===== config.mk =====
export PLATFORM = sky130hd
export DESIGN_NAME = imem_arb
export DESIGN_NICKNAME = d
export VERILOG_FILES = /design/src/rtl/imem_arb.sv
export SDC_FILE = /design/constraint.sdc
export NUM_CORES = 1
export LEC_CHECK = 0
export ABC_CLOCK_PERIOD_IN_PS = 4540
export CORE_MARGIN = 10
export CORE_UTILIZATION = 42
export CTS_CLUSTER_DIAMETER = 100
export DETAILED_ROUTE_END_ITERATION = 12
export PLACE_DENSITY = 0.95
export SETUP_SLACK_MARGIN = 0.5
export SLEW_MARGIN = 40
export SYNTH_ARGS = -nofsm -noshare
export SYNTH_HDL_FRONTEND = slang
export SYNTH_SLANG_ARGS = --single-unit

===== constraint.sdc =====
create_clock -name clk -period 4.54 [get_ports clk]
set_input_delay 1.135 -clock clk [delete_from_list [all_inputs] [get_ports clk]]
set_output_delay 1.135 -clock clk [all_outputs]
set_load 0.01 [all_outputs]

===== src/rtl/imem_arb.sv =====
// imem_arb: two-port round-robin arbiter in front of a single-port instruction memory.
// Each accepted request runs IDLE->ISSUE->CAPT->RESP, giving a fixed 3-cycle latency.
module imem_arb #(
  parameter int ADDR_WIDTH = 32,
  parameter int DATA_WIDTH = 32,
  parameter int MEM_DEPTH  = 18
) (
  input  logic                  clk,
  input  logic                  rst,
  input  logic                  req0_valid,
  input  logic [ADDR_WIDTH-1:0] req0_addr,
  output logic                  req0_ready,
  output logic                  rsp0_valid,
  output logic [DATA_WIDTH-1:0] rsp0_data,
  output logic                  rsp0_err,
  input  logic                  req1_valid,
  input  logic                  req1_we,
  input  logic [ADDR_WIDTH-1:0] req1_addr,
  input  logic [DATA_WIDTH-1:0] req1_wdata,
  output logic                  req1_ready,
  output logic                  rsp1_valid,
  output logic [DATA_WIDTH-1:0] rsp1_data,
  output logic                  rsp1_err,
  output logic                  mem_en,
  output logic                  mem_we,
  output logic [MEM_DEPTH-1:0]  mem_addr,
  output logic [DATA_WIDTH-1:0] mem_wdata,
  input  logic [DATA_WIDTH-1:0] mem_rdata
);
  typedef enum logic [1:0] {IDLE, ISSUE, CAPT, RESP} state_t;
  state_t state_q, state_d;
  logic last_q, last_d, port_q, port_d, we_q, we_d, fault_q, fault_d;
  logic [MEM_DEPTH-1:0] addr_q, addr_d;
  logic [DATA_WIDTH-1:0] wdata_q, wdata_d, data_q, data_d;
  logic g1, acc, issue;
  logic [ADDR_WIDTH-1:0] sel_addr;
  // Port 1 wins only when alone or when port 0 was granted last.
  assign g1 = req1_valid & (~req0_valid | ~last_q);
  assign req0_ready = (state_q == IDLE) & req0_valid & ~g1;
  assign req1_ready = (state_q == IDLE) & g1;
  assign acc = req0_ready | req1_ready;
  assign sel_addr = g1 ? req1_addr : req0_addr;
  assign issue = (state_q == ISSUE) & ~fault_q;
  assign mem_en = issue;
  assign mem_we = issue & we_q;
  assign mem_addr = issue ? addr_q : '0;
  assign mem_wdata = issue ? wdata_q : '0;
  assign rsp0_valid = (state_q == RESP) & ~port_q;
  assign rsp1_valid = (state_q == RESP) & port_q;
  assign rsp0_data = rsp0_valid ? data_q : '0;
  assign rsp1_data = rsp1_valid ? data_q : '0;
  assign rsp0_err = rsp0_valid & fault_q;
  assign rsp1_err = rsp1_valid & fault_q;
  always_comb begin
    state_d = acc ? ISSUE : state_q == ISSUE ? CAPT : state_q == CAPT ? RESP : IDLE;
    last_d  = acc ? g1 : last_q;
    port_d  = acc ? g1 : port_q;
    we_d    = acc ? g1 & req1_we : we_q;
    addr_d  = acc ? sel_addr[MEM_DEPTH+1:2] : addr_q;
    wdata_d = acc ? (g1 ? req1_wdata : '0) : wdata_q;
    fault_d = acc ? (|sel_addr[1:0]) | (|(sel_addr >> (MEM_DEPTH + 2))) : fault_q;
    data_d  = state_q == CAPT ? ((fault_q | we_q) ? '0 : mem_rdata) : data_q;
  end
  always_ff @(posedge clk or posedge rst) begin
    if (rst) begin
      state_q <= IDLE;
      last_q  <= 1'b1;
      port_q  <= 1'b0;
      we_q    <= 1'b0;
      fault_q <= 1'b0;
      addr_q  <= '0;
      wdata_q <= '0;
      data_q  <= '0;
    end else begin
      state_q <= state_d;
      last_q  <= last_d;
      port_q  <= port_d;
      we_q    <= we_d;
      fault_q <= fault_d;
      addr_q  <= addr_d;
      wdata_q <= wdata_d;
      data_q  <= data_d;
    end
  end
endmodule


==> summary.md, run 1 <==
| Metric | Value |
|---|---|
| Status | complete, no violations |
| Ratio of cells with drive above 1 in the final layout | 4.68% |
| Overall power | 2.34 mW |
| Crit path DAT | 2.67 ns |
| TritonRoute pass-1 iters | 6 |
| Cell taking the most area after synthesis | dfrtp_1 |
| Detail Placement HPWL | 12.7 mm |
| Post-DRT Antenna Nets | 0 |
| # port buffers | 254 |
| First-pass GRT wire length | 24.3 mm |
| Syn_area_per_cell | 8.62 µm² |
| Net Count, Synth | 662 |
| Fin. Hold Viols | 0 |
| Starting Density | 43.4% |
| Clk_skew | 0.0120 ns |
| Core ar. | 10,400 µm² |
| Max Cap Violations | 0 |
| Via/cell ratio | 4.99 |
| Gate Count Post-Synth | 524 |
| Worst skew pair latency | 0.35 ns |
| Hold WS | 0.475 ns |
| Clock Path Buffers | 2 |
| Register area share after synthesis | 48.8% |
| Via count | 4,520 |
| Routed WL per cell | 17.9 µm |
| Worst slew pin tran | 0.635 ns |
| Post-synthesis register bit count | 88 |
| Post-Syn Area | 4520 µm² |
| Crit Path Max Fanout | 3 |
| Top cells by area, synth | dfrtp_1 (48%), and2_1 (12%), nand2_1 (9.7%) |
| Gates resized, CTS repair | 0 |
| PD cells | 319 nW/µm² |
| Post-CTS Setup Inserts | 0 |
| Die area | 15,300 µm² |
| Placed cell area | 7170 µm² |
| Grt ovf | 0 |
| H-tree depth | 3 |
| Cell chosen for the clock root | clkbuf_8 |
| Crit path required time | 3.40 ns |
| RSZ-0062 raised after global routing | no |
| Area Growth Syn to Fin | 62.4% |
| Tightest Hold Check Type | register to register |
| Clock transition at path regs | 0.08 ns |
| CTS tree | built |
| Vias in the first global route | 4,610 |
| Peak supply drop | 0.000266 V |
| Yosys warns | 0 |
| Final Non-Filler Cells | 905 |
| Pin count of the biggest net entering global routing | 69 |
| Count of different cell masters after synthesis | 27 |
| Overall routed net length | 16.2 mm |
| CP Capture Type | primary output |
| Crit Path Category | input pin to primary output |
| Cts hold-fix bufs | 0 |
| Period utilization | 83.7% |
| LEAKAGE | 3.16 nW |
| Die height | 124 µm |
| Chip Width | 124 µm |
| Crit path time final | 3.80 ns |
| Clk sinks | 88 |
| DRC errors left | 0 |
| DR iter-0 viols | 235 |
| Max_slew headroom | 57.5% |
| Finish-stage setup viols | 0 |
| Ant diodes | 0 |
| Top-area cell type share of the netlist area | 48.2% |
| CP startpoint kind | input pin |
| Initial antenna violation count | 0 |
| Total GRT Usage | 20.1% |
| Fin area | 7330 µm² |
| Max Slew Vio Count | 0 |
| Placed insts | 889 |
| Number of buffers created by CTS | 9 |
| I/O pin count | 255 |
| Nets | 902 |
| Fmax achieved | 263 MHz |
| Routability cong. | 0.828 |
| Placement row count | 37 |
| Setup TNS Final | 0 ns |
[layer usage]
metal	GRT usage, %	share of wire, %
met1	22.1	37
met2	36.0	52
met3	6.24	9.8
met4	6.91	1.7
met5	0	0
[worst paths after layout]
check	start	end	slack, ns	depth (start not counted)
min in group asynchronous	rst	data_q[28]	1.24	3
hold / removal	addr_q[0]	addr_q[0]	0.47	2
max in group asynchronous	rst	port_q	2.86	3
setup reg to reg	state_q[0]	data_q[1]	2.37	7
hold reg to reg	addr_q[0]	addr_q[0]	0.47	2
setup / recovery	req0_valid	req0_ready	0.74	4
[stage by stage]
stage	util, %	setup WS (ns)
after detailed placement	68.8	0.742
after floorplan	-	1.13
after global placement	68.5	0.800
after CTS	70.4	0.729
after global routing	70.4	0.651
final	70.4	0.738
[placed cells by master (no fill, tap or decap), types with 7 or more instances in the layout]
master	instances
nand2_1	117
buf_4	11
dfrtp_1	86
and3_1	34
clkbuf_8	10
inv_1	35
o21ai_0	76
clkdlybuf4s50_1	254
mux2i_1	18
o21ai_1	7
and2_1	85
[cell usage after synthesis (all sizes together)]
master    n
mux2i    18
o21ai    84
nor3      1
nand4     2
inv      36
a21boi    1
a21oi     1
nor2b     2
ha        5
and3     34
nor3b     1
dfrtp    87
or4       2
nor4      5
buf      15
and2     86
nand2b    2
a21o      2
dfstp     1
nand2   117
clkbuf   22
[power breakdown]
part | switching (mW) | total [mW] | leakage [nW] | internal, mW
Clock | 0.266 | 0.479 | 0.0834 | 0.213
Sequential | 0.143 | 1.13 | 1.16 | 0.984
Combinational | 0.420 | 0.731 | 1.92 | 0.311
[layout make-up]
class	count	area (µm²)
Sequential cell	88	2200
Timing Repair Buffer	266	2640
Clock buffer	13	149
Inverter	36	136
Fill cell	757	3080
Clock inverter	3	17.5
Multi-Input combinational cell	363	2020
Tap cell	136	170
[logic make-up (layout without fill, tap and decap cells)]
group / after synthesis / after routing / synth area share, %
buf+inv: 73 / 318 / 7.01
mux: 18 / 18 / 3.99
fa+ha+maj: 5 / 5 / 1.39
simple gates: 252 / 252 / 28.8
compound gates: 88 / 88 / 10.0
flops: 88 / 88 / 48.8
[flip-flops by register name, indices dropped and copies added, names as in the netlist]
name,cells
addr_q,18
data_q,32
fault_q,1
last_q,1
port_q,1
state_q,2
wdata_q,32
we_q,1
[critical path, cell delays in order]
cell             delay [ns]
clkdlybuf4s50_1        0.57
nand2_1                0.10
a21oi_1                0.25
clkdlybuf4s50_1        0.61
(Power assumes the default switching activity.)
==> run 2: changes to the inputs <==
- ABC_CLOCK_PERIOD_IN_PS: 4540 -> 3550
- CORE_UTILIZATION: 42 -> 39
- PLACE_DENSITY: 0.95 -> 0.92
- clock period: 4.54 -> 3.55 ns (I/O delays scaled with it)
==> run 2 against run 1 <==
Compared with the run above: clock skew down 0.0081 ns; final area grew 3.2%; core utilization decreased by 3.8 points; global-route usage down 1.7 points; final cell count is 0.99% higher; worst hold slack lost 0.0034 ns; critical endpoint is now mem_wdata[24]; largest cell class unchanged.
==> summary.md, run 2 (same netlist as run 1, synthesis figures left out) <==
| Metric | Value |
|---|---|
| Slowest stage delay, CP | 0.55 ns |
| Tightest Hold Check Type | register to register |
| Finish-stage setup viols | 0 |
| Crit path required time | 2.66 ns |
| Clk_skew | 0.00393 ns |
| Max_slew headroom | 61.2% |
| Reg2Reg Depth | 5 |
| Fin. Hold Viols | 0 |
| Reg2reg end | wdata_q[3] |
| Die area | 16,300 µm² |
| Routability cong. | 0.823 |
| Ratio of cells with drive above 1 in the final layout | 5.06% |
| H-tree depth | 3 |
| Overall routed net length | 15.5 mm |
| Placement row count | 39 |
| Ant diodes | 0 |
| # fillers | 918 |
| I/O pin count | 255 |
| Crit path cell chain | inv_1 -> ha_1 -> nor2b_4 -> buf_12 -> and2_1 -> clkdlybuf4s50_1 |
| Hold WS | 0.471 ns |
| Most frequent cells in the layout | clkdlybuf4s50_1 (243), nand2_1 (117), dfrtp_1 (86), and2_1 (85), o21ai_0 (76) |
| Initial antenna violation count | 0 |
| Pin count of the biggest net entering global routing | 69 |
| Peak supply drop | 0.000376 V |
| Core ar. | 11,400 µm² |
| Die height | 128 µm |
| Setup TNS Final | 0 ns |
| DR iter-0 viols | 228 |
| Most common cell after layout, fill and taps aside | clkdlybuf4s50_1 |
| # port buffers | 254 |
| Placed insts | 898 |
| RSZ-0062 raised after global routing | yes |
| Worst r2r src | state_q[0] |
| CP startpoint kind | register |
| Via/cell ratio | 4.77 |
| Max Cap Violations | 0 |
| Clock Path Buffers | 2 |
| Clock transition at path regs | 0.06 ns |
| PD cells | 445 nW/µm² |
| Worst slew pin tran | 0.582 ns |
| CP Capture Type | primary output |
| Number of buffers created by CTS | 9 |
| Max Slew Vio Count | 0 |
| Hold depth | 2 |
| Fin area | 7570 µm² |
| First-pass GRT wire length | 24.2 mm |
| DRC errors left | 0 |
| Vias in the first global route | 4,523 |
| Crit path time final | 2.98 ns |
| Crit Path Category | register to primary output |
| Cell chosen for the clock root | clkbuf_16 |
| Nets | 905 |
| Fmax achieved | 335 MHz |
| Period utilization | 84.0% |
| Register Area | 2200 µm² |
| Starting Density | 39.7% |
| Via count | 4,361 |
| Chip Width | 128 µm |
| LEAKAGE | 3.43 nW |
| Crit path DAT | 2.10 ns |
| Flop-to-flop setup slack | 1.74 ns |
| CP max-delay cell | clkdlybuf4s50_1 |
| CTS tree | built |
| Worst skew pair latency | 0.33 ns |
| Grt ovf | 0 |
| Hold path endpoint | addr_q[13] |
| Final Non-Filler Cells | 914 |
| Total GRT Usage | 18.4% |
| Routed WL per cell | 16.9 µm |
| Crit Path Max Fanout | 29 |
| Biggest regs | data_q: 32 flops, wdata_q: 32 flops, addr_q: 18 flops |
| Multi-input combinational cell area | 2010 µm² |
| Cts hold-fix bufs | 0 |
| Critical path buffers and inverters | 3 |
| Placed cell area | 7190 µm² |
| Post-DRT Antenna Nets | 0 |
| Clk sinks | 88 |
| CP top delay family | buffers and inverters |
| Worst hold start | addr_q[13] |
| Detail Placement HPWL | 12.1 mm |
| Status | complete, no violations |
| TritonRoute pass-1 iters | 6 |
| Area Growth Syn to Fin | 67.6% |
-- run 2: cell count changes in the layout (fill, tap and decap cells not counted), moves of 8 or more --
cell,previous run,this run
clkbuf_8,10,2
dlymetal6s2s_1,0,9
clkdlybuf4s50_1,254,243
clkbuf_16,0,9
-- run 2: cell type report --
cell class	count	share of cell area (%)
Timing Repair Buffer	269	35.8
Sequential cell	88	29.1
Clock inverter	3	0.860
Inverter	36	1.83
Multi-Input combinational cell	363	26.6
Clock buffer	12	3.39
Tap cell	143	2.36
-- run 2: worst max path at each step --
stage	start	end	slack, ns	depth (start not counted)
after global placement	req1_valid	req1_ready	0.35	4
after CTS	state_q[1]	mem_wdata[8]	0.51	6
final	state_q[1]	mem_wdata[24]	0.57	6
after floorplan	req1_valid	req1_ready	1.17	4
after global routing	state_q[1]	mem_wdata[24]	0.46	6
after detailed placement	req1_valid	req1_ready	0.34	4
-- run 2: worst register-to-register path, cell delays in order (launching register included) --
cell     delay (ns)
dfrtp_1        0.40
inv_1          0.12
ha_1           0.26
and2_2         0.18
buf_4          0.49
o21ai_0        0.22
-- run 2: layer usage --
layer | wire length [µm] | GRT usage, % | up-vias
met5 | 0 | 0 | -
met4 | 225 | 5.96 | 0
met3 | 1510 | 6.87 | 15
met2 | 7970 | 32.4 | 164
met1 | 5750 | 20.0 | 2012
li1 | - | - | 2170
-- run 2: metrics by stage --
stage / power, mW / util, % / worst slack (ns)
6_report: 3.37 / 66.6 / 0.567
5_1_grt: 3.60 / 66.6 / 0.460
4_1_cts: 3.41 / 66.1 / 0.508
3_5_place_dp: 2.38 / 63.2 / 0.340
3_3_place_gp: 2.33 / 63.2 / 0.351
2_1_floorplan: 1.97 / - / 1.17
-- run 2: where the power goes --
group,switching [mW],internal (mW)
sequential,0.143,1.26
combinational,0.545,0.399
clock,0.372,0.650
-- run 2: what timing repair did --
| item | in CTS | in global routing |
|---|---|---|
| endpoints found under the setup margin | 4 | 84 |
| buffers inserted | 0 | 0 |
| cloned | 0 | 1 |
| gates resized for setup | 3 | 18 |
==> run 3: changes to the inputs <==
- ABC_CLOCK_PERIOD_IN_PS: 3550 -> 2940
- clock period: 3.55 -> 2.94 ns (I/O delays scaled with it)
==> run 3 against run 2 <==
Compared with the run above: critical path depth increased by 2; power grew 27%; sequential cell count unchanged; clock power grew 12%; first-iteration DRC count up 4.8%; final area rose by 4.1%; register-to-register slack worse by 0.81 ns; worst hold slack improved by 0.011 ns; final cell count rose by 2.7%; critical path type unchanged; worst setup slack worse by 0.15 ns.
==> summary.md, run 3 (same netlist as run 1, synthesis figures left out) <==
| Metric | Value |
|---|---|
| Core ar. | 11,400 µm² |
| Setup crit end | mem_wdata[30] |
| Routed WL per cell | 18.2 µm |
| Routability cong. | 0.827 |
| Tightest Hold Check Type | register to register |
| Final setup margin | 0.413 ns |
| Max Slew Vio Count | 0 |
| Cts hold-fix bufs | 0 |
| Fin. Hold Viols | 0 |
| Starting Density | 39.7% |
| Psw | 1.43 mW |
| Grt ovf | 0 |
| Finish-stage setup viols | 0 |
| LEAKAGE | 3.84 nW |
| CP top delay family | buffers and inverters |
| Reg2reg end | wdata_q[29] |
| Clk sinks | 88 |
| Slowest stage delay, CP | 0.39 ns |
| Setup TNS Final | 0 ns |
| Crit path required time | 2.20 ns |
| Fin area | 7880 µm² |
| H-tree depth | 3 |
| Pin count of the biggest net entering global routing | 69 |
| CP Depth | 8 |
| Nets | 929 |
| RSZ-0062 raised after global routing | yes |
| CTS tree | built |
| Peak supply drop | 0.000476 V |
| Crit path top cell by count | buf_6 |
| Chip Width | 128 µm |
| Dpl ws | 0.0405 ns |
| CP max-delay cell | dfrtp_1 |
| TritonRoute pass-1 iters | 4 |
| Via/cell ratio | 4.88 |
| Period utilization | 85.9% |
| Worst r2r src | state_q[1] |
| Clk pwr share | 26.7% |
| Flop-to-flop setup slack | 0.93 ns |
| Flop pwr share | 40.0% |
| Clock transition at path regs | 0.06 ns |
| Die height | 128 µm |
| Hold WS | 0.482 ns |
| Post-DRT Antenna Nets | 0 |
| Biggest regs | data_q: 32 flops, wdata_q: 32 flops, addr_q: 18 flops |
| Crit path cell chain | buf_6 -> ha_4 -> nor2b_4 -> buf_6 -> buf_6 -> clkbuf_16 -> and2_4 -> buf_6 |
| Detail Placement HPWL | 12.1 mm |
| Cell chosen for the clock root | clkbuf_16 |
| Area Growth Syn to Fin | 74.5% |
| # fillers | 864 |
| Vias in the first global route | 4,581 |
| Crit Path Max Fanout | 7 |
| Critical path buffers and inverters | 5 |
| Number of buffers created by CTS | 9 |
| Most common cell after layout, fill and taps aside | clkdlybuf4s50_1 |
| Most frequent cells in the layout | clkdlybuf4s50_1 (131), nand2_1 (117), dfrtp_1 (87), o21ai_0 (76), buf_6 (63) |
| Die area | 16,300 µm² |
| Total GRT Usage | 19.0% |
| Crit path DAT | 1.79 ns |
| Switching Share | 33.4% |
| Ant diodes | 0 |
| P_int | 2.84 mW |
| Overall routed net length | 17.0 mm |
| Clock Path Buffers | 2 |
| Worst skew pair latency | 0.33 ns |
| Clk_skew | 0.00540 ns |
| First-pass GRT wire length | 25.0 mm |
| I/O pin count | 255 |
| PD cells | 541 nW/µm² |
| Placed cell area | 7210 µm² |
| Max Cap Violations | 0 |
| Ratio of cells with drive above 1 in the final layout | 25.9% |
| Crit Path Category | register to primary output |
| Max_slew headroom | 60.8% |
| Worst slew pin tran | 0.588 ns |
| Placement row count | 39 |
| Status | complete, no violations |
| Gate power share | 33.2% |
| CP startpoint kind | register |
| Via count | 4,587 |
| Fmax achieved | 396 MHz |
| # port buffers | 254 |
| DR iter-0 viols | 239 |
| Initial antenna violation count | 0 |
| Worst setup startpoint | state_q[0] |
| CP Capture Type | primary output |
| Crit path time final | 2.53 ns |
| Reg2Reg Depth | 8 |
| DRC errors left | 0 |
-- run 3: layout make-up --
cell class,instances,area (µm²),area share [%]
clock buffer,12,246,3.13
tap,143,179,2.27
multi-input combinational,363,2200,27.9
timing repair buffer,293,2870,36.4
inverter,36,139,1.76
clock inverter,4,45.0,0.572
sequential,88,2200,28.0
-- run 3: power by group through the flow --
stage	Sequential, mW	Combinational [mW]	Clock (mW)
floorplan	1.65	0.735	0
global placement	1.67	1.17	0
global route	1.74	1.58	1.20
CTS	1.68	1.32	1.16
finish	1.71	1.42	1.14
detailed placement	1.69	1.21	0
-- run 3: metrics by stage --
stage / instances / util [%] / power (mW)
after floorplan: 524 / - / 2.38
after global placement: 901 / 63.4 / 2.84
after detailed placement: 901 / 63.4 / 2.90
after CTS: 933 / 65.7 / 4.16
after global routing: 939 / 69.3 / 4.53
final: 939 / 69.3 / 4.26
-- run 3: per-layer routing --
metal  track usage, %  vias to the layer above  share of wire [%]  wire [µm]
met1             20.6                     2148                 37       6230
met5                0                        -                  0          0
met4             5.63                        0                2.3        389
li1                 -                     2215                  -          -
met2             33.8                      196                 52       8820
met3             7.20                       28                9.5       1610
-- run 3: worst min-delay path by stage --
| stage | start | to | slack (ns) | depth (start not counted) |
|---|---|---|---|---|
| after floorplan | addr_q[0] | addr_q[0] | 0.44 | 2 |
| after CTS | addr_q[13] | addr_q[13] | 0.48 | 2 |
| after global placement | addr_q[10] | addr_q[10] | 0.45 | 2 |
| after global routing | addr_q[0] | addr_q[0] | 0.51 | 2 |
| final | addr_q[6] | addr_q[6] | 0.48 | 2 |
| after detailed placement | addr_q[6] | addr_q[6] | 0.46 | 2 |
-- run 3: what timing repair did --
item | 4_1_cts | 5_1_grt
buffers inserted | 12 | 2
gates resized for setup | 330 | 175
endpoints found under the hold margin | 0 | 0
endpoints found under the setup margin | 122 | 88
pin swaps | 11 | 30
cloned | 4 | 4
-- run 3: worst min-delay path, delay by kind of cell, from the launching register on --
kind	cells	cell delay (ns)
AOI/OAI and AO/OA	1	0.06
and+or+nand+nor	1	0.04
DFF	1	0.34
